`config.mk`:
```
export PLATFORM = sky130hd
export DESIGN_NAME = mrp_rx_msg_writer
export DESIGN_NICKNAME = d
export VERILOG_FILES = /design/src/rtl/mrp_rx_msg_writer.sv
export SDC_FILE = /design/constraint.sdc
export NUM_CORES = 1
export LEC_CHECK = 0
export ABC_AREA = 1
export CORE_AREA = 4 4 415 417
export CTS_BUF_LIST = sky130_fd_sc_hd__clkbuf_4 sky130_fd_sc_hd__clkbuf_8
export DETAILED_ROUTE_END_ITERATION = 8
export DIE_AREA = 0 0 419 421
export GPL_ROUTABILITY_DRIVEN = 0
export PLACE_DENSITY_LB_ADDON = 0.25
export SLEW_MARGIN = 10
export SYNTH_ARGS = -nofsm -noshare
export SYNTH_HDL_FRONTEND = slang
export SYNTH_SLANG_ARGS = --single-unit
```
`constraint.sdc`:
```
create_clock -name clk -period 18.95 [get_ports clk]
set_clock_uncertainty 0.15 [all_clocks]
set_input_delay 3.79 -clock clk [delete_from_list [all_inputs] [get_ports clk]]
set_output_delay 3.79 -clock clk [all_outputs]
set_load 0.05 [all_outputs]
```
`src/rtl/mrp_rx_msg_writer.sv`:
```
// Appends MRP receive payload beats into per-connection message slots of an external
// buffer RAM and emits one completion record per finished message.
module mrp_rx_msg_writer #(
    parameter int unsigned DATA_W       = 512,
    parameter int unsigned PAD_W        = 6,
    parameter int unsigned CONN_ID_W    = 3,
    parameter int unsigned SLOT_LINES_W = 8,
    parameter int unsigned LEN_W        = SLOT_LINES_W + PAD_W + 1
) (
    input  logic                              clk,
    input  logic                              rst,
    input  logic                              meta_val,
    input  logic                              meta_start,
    input  logic                              meta_msg_done,
    input  logic [CONN_ID_W-1:0]              meta_conn_id,
    output logic                              meta_rdy,
    input  logic                              data_val,
    input  logic [DATA_W-1:0]                 data,
    input  logic                              data_last,
    input  logic [PAD_W-1:0]                  data_padbytes,
    output logic                              data_rdy,
    output logic                              wr_val,
    output logic [CONN_ID_W+SLOT_LINES_W-1:0] wr_addr,
    output logic [DATA_W-1:0]                 wr_data,
    input  logic                              wr_rdy,
    output logic                              cmpl_val,
    output logic [CONN_ID_W-1:0]              cmpl_conn_id,
    output logic [LEN_W-1:0]                  cmpl_len,
    output logic                              cmpl_err,
    input  logic                              cmpl_rdy
);

    localparam int unsigned BYTES    = DATA_W / 8;
    localparam int unsigned NUM_CONN = 1 << CONN_ID_W;
    localparam int unsigned OFF_W    = SLOT_LINES_W + 1;

    typedef enum logic [1:0] {
        IDLE   = 2'd0,
        DATA   = 2'd1,
        NOTIFY = 2'd2
    } state_t;

    state_t state;

    // Per-connection message table
    logic [NUM_CONN-1:0] act_q;
    logic [NUM_CONN-1:0] err_q;
    logic [OFF_W-1:0]    off_q [NUM_CONN];
    logic [LEN_W-1:0]    len_q [NUM_CONN];

    logic [CONN_ID_W-1:0] cur_conn;
    logic                 cur_done;

    logic             e_err_c;
    logic [OFF_W-1:0] e_off_c;
    logic [LEN_W-1:0] e_len_c;
    logic             drop_c;
    logic             beat_hs_c;
    logic             wr_hs_c;
    logic [LEN_W-1:0] beat_bytes_c;
    logic             err_nxt_c;
    logic [OFF_W-1:0] off_nxt_c;
    logic [LEN_W-1:0] len_nxt_c;

    // Zero-latency beat passthrough and next table-entry values for the current packet.
    // A padded last beat of a non-final packet breaks the whole-line segmentation rule.
    always_comb begin
        e_err_c      = err_q[cur_conn];
        e_off_c      = off_q[cur_conn];
        e_len_c      = len_q[cur_conn];
        drop_c       = (state == DATA) && (e_err_c || e_off_c[SLOT_LINES_W]);
        wr_val       = (state == DATA) && !drop_c && data_val;
        data_rdy     = (state == DATA) && (drop_c || wr_rdy);
        wr_addr      = {cur_conn, e_off_c[SLOT_LINES_W-1:0]};
        wr_data      = data;
        beat_hs_c    = data_val && data_rdy;
        wr_hs_c      = wr_val && wr_rdy;
        beat_bytes_c = data_last ? (LEN_W'(BYTES) - LEN_W'(data_padbytes)) : LEN_W'(BYTES);
        err_nxt_c    = e_err_c;
        if (beat_hs_c && drop_c) begin
            err_nxt_c = 1'b1;
        end
        if (beat_hs_c && data_last && !cur_done && (data_padbytes != '0)) begin
            err_nxt_c = 1'b1;
        end
        off_nxt_c = wr_hs_c ? (e_off_c + OFF_W'(1)) : e_off_c;
        len_nxt_c = wr_hs_c ? (e_len_c + beat_bytes_c) : e_len_c;
    end

    // Packet sequencing FSM, table updates and registered handshake/completion outputs
    always_ff @(posedge clk or posedge rst) begin
        if (rst) begin
            state        <= IDLE;
            meta_rdy     <= 1'b0;
            cmpl_val     <= 1'b0;
            cmpl_conn_id <= '0;
            cmpl_len     <= '0;
            cmpl_err     <= 1'b0;
            cur_conn     <= '0;
            cur_done     <= 1'b0;
            act_q        <= '0;
            err_q        <= '0;
            for (int i = 0; i < int'(NUM_CONN); i++) begin
                off_q[i] <= '0;
                len_q[i] <= '0;
            end
        end else begin
            case (state)
                IDLE: begin
                    if (meta_val && meta_rdy) begin
                        cur_conn <= meta_conn_id;
                        cur_done <= meta_msg_done;
                        meta_rdy <= 1'b0;
                        state    <= DATA;
                        if (meta_start) begin
                            act_q[meta_conn_id] <= 1'b1;
                            err_q[meta_conn_id] <= 1'b0;
                            off_q[meta_conn_id] <= '0;
                            len_q[meta_conn_id] <= '0;
                        end else if (!act_q[meta_conn_id]) begin
                            err_q[meta_conn_id] <= 1'b1;
                        end
                    end else begin
                        meta_rdy <= 1'b1;
                    end
                end
                DATA: begin
                    if (beat_hs_c) begin
                        err_q[cur_conn] <= err_nxt_c;
                        off_q[cur_conn] <= off_nxt_c;
                        len_q[cur_conn] <= len_nxt_c;
                        if (data_last) begin
                            if (cur_done) begin
                                state        <= NOTIFY;
                                cmpl_val     <= 1'b1;
                                cmpl_conn_id <= cur_conn;
                                cmpl_len     <= len_nxt_c;
                                cmpl_err     <= err_nxt_c;
                            end else begin
                                state    <= IDLE;
                                meta_rdy <= 1'b1;
                            end
                        end
                    end
                end
                NOTIFY: begin
                    if (cmpl_rdy) begin
                        cmpl_val        <= 1'b0;
                        act_q[cur_conn] <= 1'b0;
                        state           <= IDLE;
                        meta_rdy        <= 1'b1;
                    end
                end
                default: begin
                    state <= IDLE;
                end
            endcase
        end
    end

endmodule
```
==> results.yml <==
layout:
  postLayoutCoreUtil_pct: 9.785
  final_nets: 2277
  final_cell_mix: "nand2_1, dfrtp_1, o21ai_0, inv_1, nand3_1"
  stdcell_area_sq_um: 16510
  final_common_cell: "nand2_1"
  syn_to_final_growth_pct: 1.955
  drive_gt1_share_pct: 8.947
detailed_routing:
  wl_per_cell_microns: 27.55
  viasPerCell: 3.081
  drt_iter0_markers: 871
  routedLengthMet1_microns: 30920
  routed-wl-met2_microns: 52750
  antenna_left: 0
  totalWireLength_microns: 109800
  firstDrtPassIters: 5
  dr_wl_met3_microns: 20060
  top_layer_used: "met5"
  via_count: 12280
  drc: 0
clock_tree:
  h-tree-depth: 2
  clock_insertion_delay_worst_skew_ns: 0.64
  cts_resized: 0
  cts_max_path_buffers: 3
  clk_pin_slew_ns: 0.05
  cts_root_buffer: "clkbuf_8"
  postCtsSetupRepairBufs: 0
  cts_sinks: 235
  tritoncts: "built"
  cts_hold_buf: 0
  numCtsBuffers: 49
grt:
  grt_pass1_vias: 12150
  track_usage_pct: 11.94
  overflow: 0
  grt_max_degree: 66
  grt_pass1_wl_microns: 138400
  antenna_found_initial: 2
critical_path:
  critical_path.cell_chain: "clkdlybuf4s50_1, nand2_1, inv_1, nand3_1, inv_1, clkdlybuf4s50_1"
  r2r-end: "len_q[22]"
  reg2reg_depth: 16
  slowest_stage: "clkdlybuf4s50_1"
  slowest_delay_ns: 0.80
  arrival_ns: 5.54
  critical_path_class: "input pin to primary output"
  crit_fanout: 3
  endpoint_kind: "primary output"
  r2r-start: "cur_conn[0]"
  cp_data_required_time_ns: 15.01
  critPathLaunch: "data_val"
  critPathLaunchType: "input pin"
  regToRegSetupSlack_ns: 13.42
  crit_end: "wr_val"
outcome:
  outcome: "completed"
sta:
  hold_viol: 0
  timing.final.crit_share_pct: 50.04
  fmax_mhz: 105.5
  holdWs_ns: 0.3275
  worst_pin_slew_ns: 1.160
  final_max_slew_viol_count: 0
  fin_tns_setup_ns: 0
  fin_ws_ns: 9.468
  slew_headroom_pct: 22.42
  finalCriticalPeriod_ns: 9.482
  rsz0062_at_grt: "no"
  setup_viol: 0
yosys:
  ys_seq_area_share_pct: 36.32
  ys_types: 45
  yosysTopAreaCell: "dfrtp_1"
  synth.ff_latch_count: 235
  yosysWarnings: 0
  syn_area_per_cell_sq_um: 7.414
  synth_area_leaders: "dfrtp_1, buf_4, nand2_1"
  synth.top_cell.area_share_pct: 36.32
  syn_area_sq_um: 16190
  synth_nets: 2728
  syn_inst: 2184
die:
  ios: 1076
  core_area_sq_um: 168700
  dieArea_sq_um: 176400
  start_util_pct: 9.598
  fp.dieW_microns: 419
  die_h_microns: 421
  core.rowCount: 151
placed_design:
  place_ws_ns: 9.464
  portBuffers: 51
  hpwl_microns: 86240
  placed_cell_area_sq_um: 15470
pwr:
  powerDensity_nw_per_um2: 125.4
  seqPwrFrac_pct: 30.8
  p_int_mw: 1.111
  vdd_ir_drop_max_v: 0.00004771
  leakage_nw: 7.265
  clkPwrFrac_pct: 28.3
  swShare_pct: 46.30
  p_sw_uw: 958.1
  p_comb_share_pct: 40.9
flow_run:
  max_cap_viol_count: 0
worst_hold_path:
  hold_path_class: "flop to flop"
[metal layers]
layer  track usage, %  vias up
met2            20.36      844
li1                 -     5429
met1            9.817     5767
met4            5.384       12
met3            9.585      227
met5            2.460        -
[worst min-delay path by stage]
stage,from,endpoint,cells after the start
after floorplan,len_q[2],len_q[2],2
after global placement,len_q[57],len_q[57],2
after detailed placement,cmpl_err,cmpl_err,2
after CTS,off_q[46],off_q[46],2
after global routing,len_q[29],len_q[29],2
final,off_q[15],off_q[15],2
[power by group through the flow]
stage,sequential [mW],clock (mW),combinational [mW]
2_1_floorplan,0.687,0,0.776
4_1_cts,0.639,0.609,0.870
5_1_grt,0.649,0.625,0.926
3_5_place_dp,0.647,0,0.867
6_report,0.638,0.586,0.846
3_3_place_gp,0.647,0,0.870
[flip-flops by register name (all words and copies together) (netlist names), named ones only]
name          count
act_q             8
cmpl_conn_id      3
cmpl_err          1
cmpl_len         15
cmpl_val          1
cur_conn          3
cur_done          1
len_q           120
meta_rdy          1
off_q            72
state             2
[final cells by class]
cell class                 count  area [sq um]
antenna                        1         2.502
clock buffer                  80         988.4
clock inverter                 4         47.55
fill                       19700        152200
inverter                     113         434.2
multi-input combinational   1253          5644
sequential                   235          5882
tap                         2218          2775
timing repair buffer          81         735.7
[per-stage QoR]
step	instances	total power, mW
2_1_floorplan	2184	1.463
3_3_place_gp	3900	1.516
3_5_place_dp	3900	1.514
4_1_cts	3984	2.117
5_1_grt	3985	2.200
6_report	3985	2.070
[worst max-delay path: cells and delay by family]
family | cells | cell delay (ns)
buffers and inverters | 4 | 1.51
AND/OR/NAND/NOR | 2 | 0.23
[synth_stat cells, drive strengths merged]
library cell / number
nand2: 819
buf: 566
dfrtp: 235
o21ai: 169
inv: 112
nor2: 73
nand3: 71
nand4: 30
a21oi: 20
clkbuf: 17
ha: 13
xor2: 9
a31oi: 8
a22o: 6
a221oi: 5
a22oi: 5
nor3: 5
o21bai: 3
or2: 3
o21a: 2
o22ai: 2
xnor2: 2
a211oi: 1
a21boi: 1
and3: 1
clkinv: 1
fa: 1
nor3b: 1
nor4: 1
o2bb2ai: 1
o31ai: 1
[logic make-up (layout without fill, tap and decap cells)]
group	count (synthesis)	count (layout)	synth area share (%)
other	0	1	0
DFF	235	235	36.32
xor gates and xnor gates	11	11	0.5950
adders and majority gates	14	14	1.128
buffers and inverters	696	278	28.91
and+or+nand+nor	1004	1004	25.52
AOI/OAI and AO/OA	224	224	7.526
Note: power is estimated with default switching activity, not from simulation.
